[config.mk]
export PLATFORM = sky130hd
export DESIGN_NAME = fifo_stream_reader
export DESIGN_NICKNAME = d
export VERILOG_FILES = /design/src/rtl/fifo_rdr_pkg.sv /design/src/rtl/fifo_rdr_skid.sv /design/src/rtl/fifo_stream_reader.sv
export SDC_FILE = /design/constraint.sdc
export NUM_CORES = 1
export LEC_CHECK = 0
export ABC_AREA = 1
export BUFFER_PORTS_ARGS = -buffer_cell sky130_fd_sc_hd__buf_4
export CORE_UTILIZATION = 50
export DETAILED_ROUTE_END_ITERATION = 10
export MAX_ROUTING_LAYER = met4
export PLACE_DENSITY = 0.8
export SLEW_MARGIN = 20
export SYNTH_ARGS = -nofsm -noshare
export SYNTH_HDL_FRONTEND = slang
export SYNTH_SLANG_ARGS = --single-unit
export TNS_END_PERCENT = 5
[constraint.sdc]
create_clock -name rd_clk -period 2.3 [get_ports rd_clk]
set_input_delay 0.46 -clock rd_clk [delete_from_list [all_inputs] [get_ports rd_clk]]
set_output_delay 0.46 -clock rd_clk [all_outputs]
set_load 0.02 [all_outputs]
[src/rtl/fifo_rdr_pkg.sv]
// Shared types and helpers for the FIFO read-side stream consumer.
// Optional accepted-word counter is enabled with FIFO_RDR_STATS_EN.
package fifo_rdr_pkg;

    typedef enum logic [1:0] {
        OCC_EMPTY = 2'd0,
        OCC_ONE   = 2'd1,
        OCC_FULL  = 2'd2
    } occ_t;

    localparam int BUF_DEPTH = 2;

    function automatic occ_t occ_inc(input occ_t o);
        return (o == OCC_EMPTY) ? OCC_ONE : OCC_FULL;
    endfunction

    function automatic occ_t occ_dec(input occ_t o);
        return (o == OCC_FULL) ? OCC_ONE : OCC_EMPTY;
    endfunction

endpackage

[src/rtl/fifo_rdr_skid.sv]
// Two-entry in-order buffer; head is the oldest word, tail the one behind it.
// Flush empties the buffer and overrides any push or pop in the same cycle.
module fifo_rdr_skid
    import fifo_rdr_pkg::*;
#(
    parameter int WIDTH = 8
) (
    input  logic             clk,
    input  logic             rst,
    input  logic             flush,
    input  logic             push,
    input  logic [WIDTH-1:0] push_data,
    input  logic             pop,
    output occ_t             occ,
    output logic [WIDTH-1:0] head
);

    occ_t             occ_next;
    logic [WIDTH-1:0] tail;

    always_ff @(posedge clk or posedge rst) begin
        if (rst) begin
            occ <= OCC_EMPTY;
        end else begin
            occ <= occ_next;
        end
    end

    always_comb begin
        occ_next = occ;
        if (flush) begin
            occ_next = OCC_EMPTY;
        end else if (push && !pop) begin
            occ_next = occ_inc(occ);
        end else if (pop && !push) begin
            occ_next = occ_dec(occ);
        end
    end

    // Simultaneous push and pop keeps the count; the new word lands behind what remains.
    always_ff @(posedge clk or posedge rst) begin
        if (rst) begin
            head <= '0;
            tail <= '0;
        end else if (!flush) begin
            case ({push, pop})
                2'b10: begin
                    if (occ == OCC_EMPTY) head <= push_data;
                    else                  tail <= push_data;
                end
                2'b01: head <= tail;
                2'b11: begin
                    if (occ == OCC_FULL) begin
                        head <= tail;
                        tail <= push_data;
                    end else begin
                        head <= push_data;
                    end
                end
                default: ;
            endcase
        end
    end

    a_no_push_when_full: assert property (@(posedge clk) disable iff (rst)
        !(push && !flush && occ == OCC_FULL));

endmodule

[src/rtl/fifo_stream_reader.sv]
// Pops the async FIFO read port and re-presents words as a valid/ready stream.
// Define FIFO_RDR_STATS_EN to add the saturating accepted-word counter rd_count.
module fifo_stream_reader
    import fifo_rdr_pkg::*;
#(
    parameter int WIDTH = 8
`ifdef FIFO_RDR_STATS_EN
    , parameter int CNT_W = 16
`endif
) (
    input  logic             rd_clk,
    input  logic             rst,
    input  logic             fifo_empty,
    input  logic [WIDTH-1:0] fifo_dout,
    output logic             fifo_rd_en,
    input  logic             flush,
    output logic             m_valid,
    output logic [WIDTH-1:0] m_data,
    input  logic             m_ready
`ifdef FIFO_RDR_STATS_EN
    , output logic [CNT_W-1:0] rd_count
`endif
);

    // Stream handshake: a word transfers on every rd_clk edge where m_valid && m_ready;
    // once m_valid is high, m_valid and m_data hold until that transfer happens.
    occ_t       occ;
    logic       inflight;
    logic       pop;
    logic [2:0] credit;

    assign m_valid = (occ != OCC_EMPTY);
    assign pop     = m_valid & m_ready;

    // Credit counts buffered plus in-flight words after this cycle's pop, so a pop
    // frees a slot immediately and the stream keeps one word per cycle.
    always_comb begin
        credit     = 3'(occ) + 3'(inflight) - 3'(pop);
        fifo_rd_en = !rst && !flush && !fifo_empty && (credit < 3'(BUF_DEPTH));
    end

    always_ff @(posedge rd_clk or posedge rst) begin
        if (rst) begin
            inflight <= 1'b0;
        end else if (flush) begin
            inflight <= 1'b0;
        end else begin
            inflight <= fifo_rd_en;
        end
    end

    fifo_rdr_skid #(
        .WIDTH(WIDTH)
    ) u_skid (
        .clk      (rd_clk),
        .rst      (rst),
        .flush    (flush),
        .push     (inflight),
        .push_data(fifo_dout),
        .pop      (pop),
        .occ      (occ),
        .head     (m_data)
    );

`ifdef FIFO_RDR_STATS_EN
    always_ff @(posedge rd_clk or posedge rst) begin
        if (rst) begin
            rd_count <= '0;
        end else if (pop && (rd_count != '1)) begin
            rd_count <= rd_count + 1'b1;
        end
    end
`endif

endmodule

==> summary by stage <==
STA
The number of slew-limit violations in the final report is 0. Measured against its own limit, the worst slew margin works out to around 53%. The setup skew after layout is 3.59 ps. The setup violation total in the final timing report is 1.

The count of endpoints failing hold in the final timing report is 0. The routed design could run at a clock period as short as approximately 2500 ps. Static timing analysis puts the maximum clock frequency at 399 MHz. In the finished design, the share of the clock period the worst path needs comes to 109%. Setup repair after global routing could not meet its margin everywhere. The least setup slack across all paths after layout is -207 ps. At the pin with the least slew margin, the transition time is slightly above 700 ps. Setup total negative slack on the finished layout was measured at -207 ps.

Final layout
The filler-free cell count of the finished design is ~220. The post-route netlist has ~22% of its cells at a drive strength greater than 1. The net count of the finished layout is 205. Relative to the synthesized area, the layout overhead comes to 21.7%. The post-route standard cell area excluding fillers is 1400 sq um. The number of fillers in the final layout is 182. The number of inserted diodes is 0.

Global routing
The global-route wire length before repair is 4770 microns. The via count of the first global-routing pass is 1068. Entering global routing, the biggest net connects 20 pins. Global routing consumed, over all layers together, 25.3% of the routing resources. The initial antenna violation count is 0.

Global routing finished with a remaining overflow of 0.

Routing
In the final routed layout, each cell accounts on average for ~12 microns. The routed layout has 1156 vias. The detailed router finished its first iteration with 59 violations. Dividing the detail-routed via count by the number of cells gives 5.33.

In the routed design, unresolved DRC markers number 0. Wires add up to between 2000 and 3000 microns. The detailed-router iteration count before antenna repair is 4. The count of nets left with antenna violations once routing finished came out at 0.

Setup path
Traced cell by cell, the critical path runs through inv_2 -> nand2_1 -> nand2_2 -> o211ai_1 -> fa_1 -> nand2_1 -> nor4_2 -> buf_4. The critical path launch point type is a flop. For flop-to-flop paths, the worst setup slack is 610 ps. The largest individual stage delay along the critical path comes from the cell sky130_fd_sc_hd__fa_1.

The startpoint identified for the worst register-to-register timing path is u_skid.occ[0]$_DFFE_PP0P_. The endpoint required time on the critical path is approximately 1800 ps. For this run, the slowest stage of the critical path takes approximately 510 ps.

The cell repeated most along the worst path is sky130_fd_sc_hd__nand2_1. The biggest fanout along the worst timing path is 2. The arrival time of data at the critical path endpoint is about 2100 ps. The worst setup path is captured at a primary output. The endpoint identified for the worst register-to-register timing path is inflight$_DFF_PP0_. The critical path is of the reg -> out type.

Among cell families on the critical path, the largest total delay comes from adder cells. The worst reg-to-reg path cell count is 7. The count of buffering cells on the critical path with inverters included is 2.

Synthesis
When the netlist entered floorplanning its net count stood at 177. The synthesis-stage register bit count is 19. Sequential elements use 41.4% of the synthesized area. After synthesis, the cell types taking the most area are sky130_fd_sc_hd__dfrtp_1, sky130_fd_sc_hd__nand2_1, sky130_fd_sc_hd__nand3_1, sky130_fd_sc_hd__inv_1, sky130_fd_sc_hd__o21ai_0. The mean post-synth cell area is roughly 7 sq um.

The async set or reset register ratio after synthesis is 100%. After synthesis, the most frequently instantiated cells are sky130_fd_sc_hd__nand2_1, sky130_fd_sc_hd__nand3_1, sky130_fd_sc_hd__dfrtp_1. The commonest register cell after synthesis is sky130_fd_sc_hd__dfrtp_1. The share of Yosys cell area claimed by the top area cell type is 41.4%. The number of distinct standard cells referenced by the synthesized netlist is 22. The number of warnings issued by yosys is 0. The synthesized netlist occupies a cell area of approximately 1100 sq um.

Of all cell types, the one taking the most synthesized area is sky130_fd_sc_hd__dfrtp_1. sky130_fd_sc_hd__nand2_1 is the most common cell in the netlist. Synthesis produced 163 cells. The number of enable-type register cells in the synthesized netlist is 0.

Clock tree
The buffer type at the clock tree root is sky130_fd_sc_hd__clkbuf_4. The maximum level of the CTS H-tree is 1. TritonCTS built the clock tree.

After clock tree synthesis, the clock-pin slew on the worst setup and hold paths is between 100 and 150 ps. After clock tree synthesis, the flow added hold-fix buffers numbering 0. Counting the buffers created by CTS gives 3. The CTS sink count is 19. For the worst-skew pair, the clock arrives at the later sink with an insertion delay of between 200 and 300 ps. No sink is reached through more buffers than the 2 on the longest clock path.

Placed design
The pre-CTS worst setup slack is 50.1 ps. The cell area reported after detailed placement is 1360 sq um. The half-perimeter wire length of the detailed placement result is slightly below 2000 microns.

The number of input and output port buffers inserted is 22. The number of cells after detailed placement is between 200 and 250. The last weighted congestion value of the routability-driven placer is slightly above 0.8.

Pwr
The part of the power in combinational logic is 29.9%. The register share of total power is ~50%. Net switching is about a third of the power. Dividing total power by cell area gives a power density of 594 nW/um^2. The cell internal power dissipation is 557 uW. The net switching power is 273 uW. In this run, the clock network consumes about a fifth of the power.

The total power is around 830 uW. The worst supply voltage drop on vdd is roughly 460 uV. The static leakage is 0.770 nW.

Flow run
The max-cap violation count is 0.

Outcome
The flow ran to the end, but the final reports show violations. The checks that failed: negative setup slack.

Die
The floorplan step defined a die boundary enclosing between 2000 and 2500 sq um. The floorplan has 16 rows. The die extent in y is 49.9 microns. The core area is between 2000 and 2500 sq um.

For this configuration, the core starts out at a cell density of 55.6%. The number of top-level design ports is 23. The die extent in x is between 40 and 50 microns.

Min path
In this run the worst hold path is classified as in -> async.
==> cell families after synthesis <==
logic type / synth area share, %
simple gates: 42.7
buf+inv: 7.20
flops: 41.4
compound gates: 6.11
xor+xnor: 0.763
fa+ha+maj: 1.74
==> sequential cells by signal (all words and copies together) (netlist names) <==
name / flops
u_skid.occ: 2
u_skid.head: 8
inflight: 1
u_skid.tail: 8
==> metrics by stage <==
stage / hold WS, ps / utilization, %
global route: 336 / 67.7
finish: 296 / 67.7
global placement: 463 / 66.0
detailed placement: 468 / 66.0
CTS: 323 / 67.7
floorplan: 411 / -
==> final cells by class <==
| type | count | area (sq um) | area share [%] |
|---|---|---|---|
| flip-flops and latches | 19 | 475 | 34.1 |
| multi-input cells | 124 | 598 | 42.8 |
| inverters | 16 | 60.1 | 4.30 |
| clock buffers | 4 | 26.3 | 1.88 |
| repair buffers | 27 | 203 | 14.5 |
| well taps | 27 | 33.8 | 2.42 |
==> power groups by stage <==
stage	combinational [mW]	sequential [mW]	clock, mW
4_1_cts	0.249	0.415	0.169
3_5_place_dp	0.246	0.422	0
5_1_grt	0.276	0.423	0.181
3_3_place_gp	0.242	0.420	0
2_1_floorplan	0.0885	0.468	0
6_report	0.248	0.415	0.166
==> cell usage in the layout (no fill, tap or decap), types with 2 or more instances in the layout <==
cell and instances:
sky130_fd_sc_hd__nand2_1 73, sky130_fd_sc_hd__nand3_1 26, sky130_fd_sc_hd__nand2_2 2, sky130_fd_sc_hd__nor2_1 2, sky130_fd_sc_hd__o21ai_1 3, sky130_fd_sc_hd__dfrtp_1 19, sky130_fd_sc_hd__buf_4 27, sky130_fd_sc_hd__inv_1 13
sky130_fd_sc_hd__inv_2 3, sky130_fd_sc_hd__nor2_2 2, sky130_fd_sc_hd__o21ai_0 5, sky130_fd_sc_hd__clkbuf_4 3
==> worst max path at each step <==
stage	startpoint	to	slack (ps)	cells past startpoint
4_1_cts	u_skid.occ[0]$_DFFE_PP0P_	fifo_rd_en	-180	8
3_5_place_dp	m_ready	fifo_rd_en	50	7
2_1_floorplan	u_skid.occ[0]$_DFFE_PP0P_	fifo_rd_en	20	7
5_1_grt	u_skid.occ[0]$_DFFE_PP0P_	fifo_rd_en	-340	8
6_report	u_skid.occ[0]$_DFFE_PP0P_	fifo_rd_en	-210	8
3_3_place_gp	m_ready	fifo_rd_en	110	7
==> metal layers <==
| metal | vias up | track usage, % | part of all wire (%) |
|---|---|---|---|
| li1 | 574 | - | - |
| met1 | 516 | 34.9 | 46 |
| met2 | 60 | 39.6 | 45 |
| met3 | 6 | 3.40 | 7.5 |
| met4 | 0 | 5.24 | 1.5 |
| met5 | - | - | 0 |
==> repair_timing <==
item	4_1_cts	5_1_grt
gates cloned	0	0
resized for setup	1	0
buffers inserted	1	0
setup endpoints to repair	1	1
(Power assumes the default switching activity.)
